[src/rtl/tug_pkg.sv]
// Shared constants and types for the tug-of-war game controller and the LED mux.
package tug_pkg;

  localparam int unsigned SCORE_W = 7;
  localparam int unsigned POS_W   = 3;
  localparam int unsigned LED_W   = 2;

  localparam logic [LED_W-1:0] LED_ALL   = 2'd0;
  localparam logic [LED_W-1:0] LED_NONE  = 2'd1;
  localparam logic [LED_W-1:0] LED_SCORE = 2'd3;

  localparam logic [POS_W-1:0] POS_CENTER = POS_W'(3);
  localparam logic [POS_W-1:0] POS_MAX    = POS_W'(6);

  typedef enum logic [1:0] {
    START = 2'd0,
    PLAY  = 2'd1,
    FLASH = 2'd2,
    DONE  = 2'd3
  } state_t;

  // One-hot bar with the lit LED at the given position (bit 6 = leftmost).
  function automatic logic [SCORE_W-1:0] pos_to_score(input logic [POS_W-1:0] pos);
    return SCORE_W'(1) << pos;
  endfunction

endpackage

[src/rtl/tug_ctrl_btn_edge.sv]
// Button history register and rising-edge press pulse.
module btn_edge (
  input  logic clk,
  input  logic rst_n,
  input  logic btn,
  output logic press_c
);

  logic hist_q;

  always_ff @(posedge clk or negedge rst_n) begin
    if (!rst_n) hist_q <= 1'b0;
    else        hist_q <= btn;
  end

  assign press_c = btn & ~hist_q;

endmodule

[src/rtl/tug_ctrl.sv]
// Tug-of-war game FSM: lamp test, play, win flash, done; drives score bar and LED mode.
module tug_ctrl
  import tug_pkg::*;
#(
  parameter int unsigned INIT_TICKS  = 16,
  parameter int unsigned FLASH_TICKS = 8,
  parameter int unsigned FLASH_NUM   = 6
) (
  input  logic               clk,
  input  logic               rst_n,
  input  logic               btn_l,
  input  logic               btn_r,
  input  logic               restart,
  output logic [SCORE_W-1:0] score,
  output logic [LED_W-1:0]   leds_ctrl,
  output logic               win_l,
  output logic               win_r
);

  localparam int unsigned MAX_TICKS = (INIT_TICKS > FLASH_TICKS) ? INIT_TICKS : FLASH_TICKS;
  localparam int unsigned TICK_W    = $clog2(MAX_TICKS + 1);
  localparam int unsigned TOG_W     = $clog2(FLASH_NUM + 1);

  logic press_l_c, press_r_c;

  btn_edge u_edge_l (.clk(clk), .rst_n(rst_n), .btn(btn_l), .press_c(press_l_c));
  btn_edge u_edge_r (.clk(clk), .rst_n(rst_n), .btn(btn_r), .press_c(press_r_c));

  state_t             state_q, state_d;
  logic [TICK_W-1:0]  tick_q, tick_d;
  logic [TOG_W-1:0]   tog_q, tog_d;
  logic [POS_W-1:0]   pos_q, pos_d;
  logic [SCORE_W-1:0] score_d;
  logic [LED_W-1:0]   leds_d;
  logic               win_l_d, win_r_d;

  // Next-state and next-output logic; restart overrides everything.
  always_comb begin
    state_d = state_q;
    tick_d  = tick_q;
    tog_d   = tog_q;
    pos_d   = pos_q;
    score_d = score;
    leds_d  = leds_ctrl;
    win_l_d = win_l;
    win_r_d = win_r;
    if (restart) begin
      state_d = START;
      tick_d  = '0;
      tog_d   = '0;
      pos_d   = POS_CENTER;
      score_d = pos_to_score(POS_CENTER);
      leds_d  = LED_ALL;
      win_l_d = 1'b0;
      win_r_d = 1'b0;
    end else begin
      case (state_q)
        START: begin
          if (tick_q == TICK_W'(INIT_TICKS - 1)) begin
            state_d = PLAY;
            tick_d  = '0;
            leds_d  = LED_SCORE;
          end else begin
            tick_d = tick_q + TICK_W'(1);
          end
        end
        PLAY: begin
          if (press_l_c && !press_r_c) begin
            if (pos_q == POS_MAX) begin
              state_d = FLASH;
              tick_d  = '0;
              tog_d   = '0;
              leds_d  = LED_SCORE;
              score_d = pos_to_score(POS_MAX);
              win_l_d = 1'b1;
            end else begin
              pos_d   = pos_q + POS_W'(1);
              score_d = pos_to_score(pos_q + POS_W'(1));
            end
          end else if (press_r_c && !press_l_c) begin
            if (pos_q == '0) begin
              state_d = FLASH;
              tick_d  = '0;
              tog_d   = '0;
              leds_d  = LED_SCORE;
              score_d = pos_to_score('0);
              win_r_d = 1'b1;
            end else begin
              pos_d   = pos_q - POS_W'(1);
              score_d = pos_to_score(pos_q - POS_W'(1));
            end
          end
        end
        FLASH: begin
          // FLASH_NUM is even, so the last toggle lands back on LED_SCORE.
          if (tick_q == TICK_W'(FLASH_TICKS - 1)) begin
            tick_d = '0;
            tog_d  = tog_q + TOG_W'(1);
            leds_d = (leds_ctrl == LED_SCORE) ? LED_NONE : LED_SCORE;
            if (tog_q == TOG_W'(FLASH_NUM - 1)) state_d = DONE;
          end else begin
            tick_d = tick_q + TICK_W'(1);
          end
        end
        DONE: begin
          leds_d = LED_SCORE;
        end
        default: state_d = START;
      endcase
    end
  end

  always_ff @(posedge clk or negedge rst_n) begin
    if (!rst_n) begin
      state_q   <= START;
      tick_q    <= '0;
      tog_q     <= '0;
      pos_q     <= POS_CENTER;
      score     <= pos_to_score(POS_CENTER);
      leds_ctrl <= LED_ALL;
      win_l     <= 1'b0;
      win_r     <= 1'b0;
    end else begin
      state_q   <= state_d;
      tick_q    <= tick_d;
      tog_q     <= tog_d;
      pos_q     <= pos_d;
      score     <= score_d;
      leds_ctrl <= leds_d;
      win_l     <= win_l_d;
      win_r     <= win_r_d;
    end
  end

endmodule

[config.mk]
export PLATFORM = sky130hd
export DESIGN_NAME = tug_ctrl
export DESIGN_NICKNAME = d
export VERILOG_FILES = /design/src/rtl/tug_pkg.sv /design/src/rtl/tug_ctrl_btn_edge.sv /design/src/rtl/tug_ctrl.sv
export SDC_FILE = /design/constraint.sdc
export NUM_CORES = 1
export LEC_CHECK = 0
export CAP_MARGIN = 10
export CORE_MARGIN = 3
export CORE_UTILIZATION = 52
export DETAILED_ROUTE_END_ITERATION = 6
export GPL_TIMING_DRIVEN = 0
export PLACE_DENSITY = 0.84
export SKIP_LAST_GASP = 1
export SLEW_MARGIN = 10
export SYNTH_ARGS = -nofsm -noshare
export SYNTH_HDL_FRONTEND = slang
export SYNTH_HIERARCHICAL = 1
export SYNTH_SLANG_ARGS = --single-unit
[constraint.sdc]
create_clock -name clk -period 2 [get_ports clk]
set_input_delay 0.2 -clock clk [delete_from_list [all_inputs] [get_ports clk]]
set_output_delay 0.2 -clock clk [all_outputs]
set_load 0.02 [all_outputs]
==> results of run 1 <==
metal layers:
metal  up-vias  routed length (um)  GRT usage
li1        730                   -          -
met1       757                1717     0.2582
met2        46                2246     0.3678
met3         2                 143    0.03120
met4         0                  23    0.06596
met5         -                   0          0
critical path, cell delays in order, from the launching register on:
cell                         delay, ps
sky130_fd_sc_hd__dfstp_2           610
sky130_fd_sc_hd__clkinvlp_4        190
sky130_fd_sc_hd__ha_4              210
sky130_fd_sc_hd__and4b_4           220
sky130_fd_sc_hd__o32ai_4           370
sky130_fd_sc_hd__nor2_2             70
sky130_fd_sc_hd__o22a_1            190
registers in the layout, summed over array words and instances, names as in the netlist:
register and flops:
score 7, tick_q 5, pos_q 3, tog_q 3
leds_ctrl 2, state_q 2, u_edge_l/hist_q 1, u_edge_r/hist_q 1
win_l 1, win_r 1
report_power, final:
part	total (mW)	leakage, nW	switching, mW	internal, mW
Sequential	0.699	0.339	0.0789	0.620
Clock	0.270	0.0210	0.158	0.111
Combinational	0.828	0.560	0.438	0.390
Total	1.80	0.921	0.675	1.12
repair_timing:
item	CTS	global route
gates resized for setup	5	13
buffers inserted	1	7
hold buffers	0	1
pin swaps	0	6
endpoints found under the setup margin	15	15
endpoints found under the hold margin	0	23
through the flow:
stage          utilization  total power [mW]  hold slack, ps  TNS (ps)  setup WS [ps]
2_1_floorplan            -             1.184          -95.59         0          114.6
3_3_place_gp        0.6303             1.358           470.6    -29.14         -23.97
3_5_place_dp        0.6303             1.398           480.2    -657.5         -146.5
4_1_cts             0.6496             1.689           342.7         0          12.82
5_1_grt             0.6874             1.918           319.3    -255.3         -47.48
6_report            0.6874             1.797           346.3         0          39.47
path summary, 6_finish.rpt:
kind                                              to  slack [ps]  cells past startpoint
hold / removal             u_edge_l/hist_q$_DFF_PN0_         350                      1
setup reg to reg            leds_ctrl[1]$_DFFE_PN0P_          40                      6
hold reg to reg                 score[3]$_DFFE_PN1P_         500                      2
max in group asynchronous       pos_q[1]$_DFFE_PN1P_        1220                      2
min in group asynchronous   leds_ctrl[1]$_DFFE_PN0P_         390                      2
setup / recovery            leds_ctrl[1]$_DFFE_PN0P_          40                      6
logic make-up (layout without fill, tap and decap cells):
| logic type | after synthesis | in the layout | synth area share |
|---|---|---|---|
| AND/OR/NAND/NOR | 61 | 61 | 0.2011 |
| flip-flops | 26 | 26 | 0.3640 |
| adder cells (fa/ha/maj) | 16 | 16 | 0.1113 |
| multiplexers | 2 | 2 | 0.01183 |
| AO/OA/AOI/OAI | 57 | 57 | 0.2526 |
| buffers and inverters | 20 | 47 | 0.04941 |
| XOR/XNOR | 2 | 2 | 0.009744 |
cells in the final DEF (no fill, tap or decap), drive strengths merged, types with 2 or more instances in the layout:
master / count
buf: 12
a21oi: 12
ha: 16
nor2: 12
a22oi: 2
and4bb: 2
o31ai: 6
a32oi: 2
xor2: 2
clkdlybuf4s50: 14
dfrtp: 23
nand3: 5
inv: 11
a21o: 2
a211oi: 5
or2: 3
nand2b: 6
o21ai: 13
nor2b: 5
nand2: 13
dfstp: 3
clkbuf: 8
nor3: 5
a311oi: 2
o22a: 2
nand3b: 2
a32o: 2
final cells by class:
type / count / area, sq um
buffer: 7 / 38.79
inverter: 12 / 48.80
timing repair buffer: 24 / 215.2
multi-input combinational: 138 / 1136
clock buffer: 4 / 36.28
tap: 44 / 55.05
sequential: 26 / 654.4
fill: 243 / 993.5
==> summary.md, run 1 <==
| Metric | Value |
|---|---|
| Status | `finished, final reports clean` |
| Half-perimeter wire length after detailed placement | `2972 um` |
| Worst Path Required | `2230 ps` |
| First-pass GRT wire length | `7017 um` |
| Start point of the worst min-delay path | `btn_l` |
| Top-count cell post-synth | `sky130_fd_sc_hd__dfrtp_1` |
| Antenna diode count | `0` |
| Worst skew pair latency | `320 ps` |
| Die X-Extent | `64.80 um` |
| TritonCTS clock tree | `done` |
| Count of clock tree sinks | `26` |
| Area share of the largest cell type after synthesis | `0.3201` |
| Power per cell area | `822.4 nW/um^2` |
| Final period utilization | `0.9803` |
| Number of standard cells in the final layout excluding fillers | `255` |
| Final hold violation count | `0` |
| Transition at the pin with the smallest max-transition slack | `588.9 ps` |
| First-pass detailed-route iteration total | `4` |
| Root Buffer Master | `sky130_fd_sc_hd__clkbuf_4` |
| Synth Cell Area | `1798 sq um` |
| Rows | `20` |
| Number of global-route vias before repair | `1558` |
| Clock transition at the registers of the reported paths | `140 ps` |
| Die area | `4199 sq um` |
| Highest ir drop seen on vdd | `0.0005505 V` |
| Fraction of final layout cells sized beyond drive strength 1 | `0.2227` |
| Synth area leaders | `sky130_fd_sc_hd__dfrtp_1 32%, sky130_fd_sc_hd__ha_1 11%, sky130_fd_sc_hd__dfstp_2 4.4%` |
| Largest net degree at the start of global routing | `27` |
| Remaining Overflow, GRT | `0` |
| Maximum frequency from static timing analysis | `510.1 MHz` |
| ANT nets after route | `0` |
| Yosys synthesis warning count | `6` |
| Number of nets at the end of the flow | `233` |
| Total number of vias | `1535` |
| Number of instances in the placed design | `243` |
| Post-synth cell types | `54` |
| Layout-stage area growth over the synthesis result | `21.50%` |
| Critical R2R Launch | `pos_q[0]$_DFFE_PN1P_` |
| Post-synthesis net count | `205` |
| Final WL | `4130 um` |
| Number of enable flip-flop cells after synthesis | `0` |
| Post-detailed-route via-to-cell ratio | `6.020` |
| Unrepaired setup endpoints after global routing | `yes` |
| Per-cell routed wire length | `16.20 um` |
| TritonCTS Buffers | `3` |
| Critical setup path kind | `reg -> reg` |
| Gpl congestion | `0.9413` |
| Number of endpoints failing setup at the final stage | `0` |
| Final instance area | `2185 sq um` |
| Number of flip-flops and latches in the synthesized netlist | `26` |
| Kind of end point of the critical path | `flop` |
| Port-buffer cells | `15` |
| Max-cap check violation count | `0` |
| Initial antenna violation count | `0` |
| Sequential area share after synthesis | `0.3640` |
| Minimum clock period after layout | `1961 ps` |
| Depth of the CTS H-tree | `1` |
| IO Pins | `16` |
| Startpoint class of the critical path | `flop` |
| Global-route usage over all layers | `0.2080` |
| Cell accounting for the most synthesized area | `sky130_fd_sc_hd__dfrtp_1` |
| Effective utilization at floorplan | `0.5657` |
| Die Y-Extent | `64.80 um` |
| Headroom to the max-slew limit | `0.6074` |
| Final count of pins violating max slew | `0` |
| P_leak | `0.9205 nW` |
| Area of placed instances | `2003 sq um` |
| CP Max Fanout | `6` |
| Asr flop ratio synth | `1.000` |
| Launch point of the critical path | `pos_q[0]$_DFFE_PN1P_` |
| Avg Inst Size Synth | `9.772 sq um` |
| Placeable Area | `3178 sq um` |
| Buffer depth of the longest clock path | `2` |
| Arrival time of the worst setup path | `2190 ps` |
| Post-Route Skew | `3.636 ps` |
| Residual DRC | `0` |
| Number of standard cells after synthesis | `184` |
| Iter 0 DRT Violations | `103` |
| Synth Flop Type | `sky130_fd_sc_hd__dfrtp_1` |
| Worst hold path type | `in -> reg` |
| Top cells by count, synth | `23 x sky130_fd_sc_hd__dfrtp_1, 16 x sky130_fd_sc_hd__ha_1, 13 x sky130_fd_sc_hd__nand2_1` |
Note: power is estimated with default switching activity, not from simulation.
==> run 2, diff against run 1 <==
Settings changed: CTS_BUF_LIST set to sky130_fd_sc_hd__clkbuf_16.
==> summary.md, run 2 (synthesized netlist as in run 1, its figures left out) <==
| Metric | Value |
|---|---|
| Status | `complete, but fails checks (was finished, final reports clean)` |
| Failing checks | `negative setup slack` |
| Worst hold path type | `in -> reg (unchanged)` |
| Minimum clock period after layout | `2009 ps (was 1961 ps)` |
| Worst skew pair latency | `260 ps (was 320 ps)` |
| Critical setup path kind | `reg -> reg (unchanged)` |
| Largest net degree at the start of global routing | `27 (unchanged)` |
| TritonCTS Buffers | `3 (unchanged)` |
| Combined buffer and inverter count along the critical path | `1 (unchanged)` |
| Number of cells on the worst hold path | `1 (unchanged)` |
| Most common library cell in the layout ignoring fill and taps | `sky130_fd_sc_hd__dfrtp_1 (unchanged)` |
| Worst-case hold path end point | `u_edge_r/hist_q$_DFF_PN0_ (was u_edge_l/hist_q$_DFF_PN0_)` |
| Gpl congestion | `0.9413 (unchanged)` |
| Arrival time of the worst setup path | `2200 ps (was 2190 ps)` |
| Worst Path Required | `2190 ps (was 2230 ps)` |
| Total number of vias | `1508 (was 1535)` |
| Depth of the CTS H-tree | `1 (unchanged)` |
| Root Buffer Master | `sky130_fd_sc_hd__clkbuf_16 (was sky130_fd_sc_hd__clkbuf_4)` |
| P_leak | `0.9221 nW (was 0.9205 nW)` |
| Die X-Extent | `64.80 um (unchanged)` |
| Commonest cells after routing, fill and taps aside | `23 x sky130_fd_sc_hd__dfrtp_1, 14 x sky130_fd_sc_hd__clkdlybuf4s50_1, 13 x sky130_fd_sc_hd__nand2_1 (unchanged)` |
| Kind of end point of the critical path | `flop (unchanged)` |
| Number of instances in the placed design | `243 (unchanged)` |
| Headroom to the max-slew limit | `0.6142 (was 0.6074)` |
| Effective utilization at floorplan | `0.5657 (unchanged)` |
| Initial antenna violation count | `0 (unchanged)` |
| Maximum single-stage delay on the critical path | `560 ps (was 610 ps)` |
| Transition at the pin with the smallest max-transition slack | `578.6 ps (was 588.9 ps)` |
| Register bank with the most flops | `score (unchanged)` |
| IO Pins | `16 (unchanged)` |
| Count of clock tree sinks | `26 (unchanged)` |
| Final hold violation count | `0 (unchanged)` |
| Final WL | `3964 um (was 4130 um)` |
| Placeable Area | `3178 sq um (unchanged)` |
| Power per cell area | `878.7 nW/um^2 (was 822.4 nW/um^2)` |
| Residual DRC | `0 (unchanged)` |
| Per-cell routed wire length | `15.79 um (was 16.20 um)` |
| Rows | `20 (unchanged)` |
| Remaining Overflow, GRT | `0 (unchanged)` |
| Final period utilization | `1.004 (was 0.9803)` |
| Number of standard cells in the final layout excluding fillers | `251 (was 255)` |
| First-pass GRT wire length | `7031 um (was 7017 um)` |
| Number of endpoints failing setup at the final stage | `1 (was 0)` |
| Startpoint class of the critical path | `flop (unchanged)` |
| Number of nets at the end of the flow | `229 (was 233)` |
| Clock transition at the registers of the reported paths | `60 ps (was 140 ps)` |
| Post-detailed-route via-to-cell ratio | `6.008 (was 6.020)` |
| First-pass detailed-route iteration total | `4 (unchanged)` |
| Highest ir drop seen on vdd | `0.0005600 V (was 0.0005505 V)` |
| Top cell family by delay on the critical path | `flip-flops (unchanged)` |
| Half-perimeter wire length after detailed placement | `2972 um (unchanged)` |
| Die area | `4199 sq um (unchanged)` |
| R2R depth | `6 (unchanged)` |
| Fraction of final layout cells sized beyond drive strength 1 | `0.1739 (was 0.2227)` |
| Unrepaired setup endpoints after global routing | `yes (unchanged)` |
| Biggest regs | `score (7), tick_q (5) (unchanged)` |
| Most used cell, CP | `sky130_fd_sc_hd__ha_1` |
| Max-cap check violation count | `0 (unchanged)` |
| Start point of the worst min-delay path | `btn_r (was btn_l)` |
| Port-buffer cells | `15 (unchanged)` |
| Slack of the worst reg-to-reg path | `-9 ps (was 40 ps)` |
| Worst setup slack after placement | `-146.5 ps (unchanged)` |
| Number of global-route vias before repair | `1549 (was 1558)` |
| Post-route worst setup slack | `-8.652 ps (was 39.47 ps)` |
| Minimum hold slack | `420.9 ps (was 346.3 ps)` |
| Post-Route Skew | `2.488 ps (was 3.636 ps)` |
| Antenna diode count | `0 (unchanged)` |
| Iter 0 DRT Violations | `75 (was 103)` |
| Critical R2R Launch | `pos_q[0]$_DFFE_PN1P_ (unchanged)` |
| CP Max Fanout | `6 (unchanged)` |
| Maximum frequency from static timing analysis | `497.8 MHz (was 510.1 MHz)` |
| Worst path cell trace | `inv_1 -> ha_1 -> ha_1 -> nor4_1 -> a22oi_1 -> o21ai_1 (was clkinvlp_4 -> ha_4 -> and4b_4 -> o32ai_4 -> nor2_2 -> o22a_1)` |
| Highest-delay cell along the critical path | `sky130_fd_sc_hd__dfstp_2 (unchanged)` |
| Buffer depth of the longest clock path | `2 (unchanged)` |
| Die Y-Extent | `64.80 um (unchanged)` |
| ANT nets after route | `0 (unchanged)` |
| Global-route usage over all layers | `0.2102 (was 0.2080)` |
| R2R Path End | `score[2]$_DFFE_PN0P_ (was leds_ctrl[1]$_DFFE_PN0P_)` |
| Final count of pins violating max slew | `0 (unchanged)` |
| Layout-stage area growth over the synthesis result | `19.07% (was 21.50%)` |
| Max FFs per register | `7 (unchanged)` |
| TritonCTS clock tree | `done (unchanged)` |
| Logic depth of the worst path, buffers included | `6 (unchanged)` |
run 2: changes by cell type in the layout (fill, tap and decap cells not counted), moves of 2 or more:
cell,before,now
sky130_fd_sc_hd__ha_1,10,12
sky130_fd_sc_hd__ha_4,3,0
sky130_fd_sc_hd__clkbuf_16,0,3
sky130_fd_sc_hd__clkbuf_4,3,1
sky130_fd_sc_hd__buf_4,9,3
run 2: layer usage:
layer / vias up / part of all wire / GRT usage
met5: - / 0 / 0
met4: 0 / 0.015 / 0.07388
met3: 7 / 0.032 / 0.03640
met2: 38 / 0.53 / 0.3704
met1: 742 / 0.42 / 0.2560
li1: 721 / - / -
run 2: area by class of cell:
cell class / count / area (sq um)
fill: 251 / 1037
clock buffer: 3 / 75.07
tap: 44 / 55.05
sequential: 26 / 654.4
inverter: 12 / 45.04
timing repair buffer: 19 / 181.4
buffer: 8 / 46.29
multi-input combinational: 138 / 1080
clock inverter: 1 / 3.754
run 2: how the worst max path moves through the flow:
stage	startpoint	endpoint	slack, ps
2_1_floorplan	pos_q[0]$_DFFE_PN1P_	leds_ctrl[1]$_DFFE_PN0P_	110
3_3_place_gp	pos_q[0]$_DFFE_PN1P_	leds_ctrl[1]$_DFFE_PN0P_	-20
3_5_place_dp	pos_q[0]$_DFFE_PN1P_	score[6]$_DFFE_PN0P_	-150
4_1_cts	pos_q[0]$_DFFE_PN1P_	leds_ctrl[1]$_DFFE_PN0P_	30
5_1_grt	pos_q[0]$_DFFE_PN1P_	score[2]$_DFFE_PN0P_	-80
6_report	pos_q[0]$_DFFE_PN1P_	score[2]$_DFFE_PN0P_	-9
run 2: repair_timing:
action / in CTS / in global routing
gates resized for setup: 6 / 5
buffers inserted: 0 / 3
pin swaps: 0 / 1
setup endpoints to repair: 12 / 14
endpoints found under the hold margin: 0 / 23
hold buffers: 0 / 1
run 2: stage by stage:
step | TNS (ps) | instance area, sq um | power (mW) | utilization
6_report | -8.652 | 2141 | 1.881 | 0.6736
5_1_grt | -460.4 | 2141 | 1.999 | 0.6736
4_1_cts | 0 | 2102 | 1.859 | 0.6614
3_5_place_dp | -657.5 | 2003 | 1.398 | 0.6303
3_3_place_gp | -29.14 | 2003 | 1.358 | 0.6303
2_1_floorplan | 0 | 1798 | 1.184 | -
run 2: report_power, final:
group / total [mW] / switching (mW) / leakage [nW] / internal (mW)
Sequential: 0.691 / 0.0701 / 0.339 / 0.621
Clock: 0.445 / 0.178 / 0.0385 / 0.268
Combinational: 0.745 / 0.411 / 0.545 / 0.333
==> run 3, diff against run 2 <==
Settings changed: CTS_CLUSTER_SIZE set to 8, HOLD_SLACK_MARGIN set to 0.08, SKIP_LAST_GASP 1 to not set.
==> results of run 3 <==
Same layout as run 2: the final DEF is identical, and so are final timing and power.
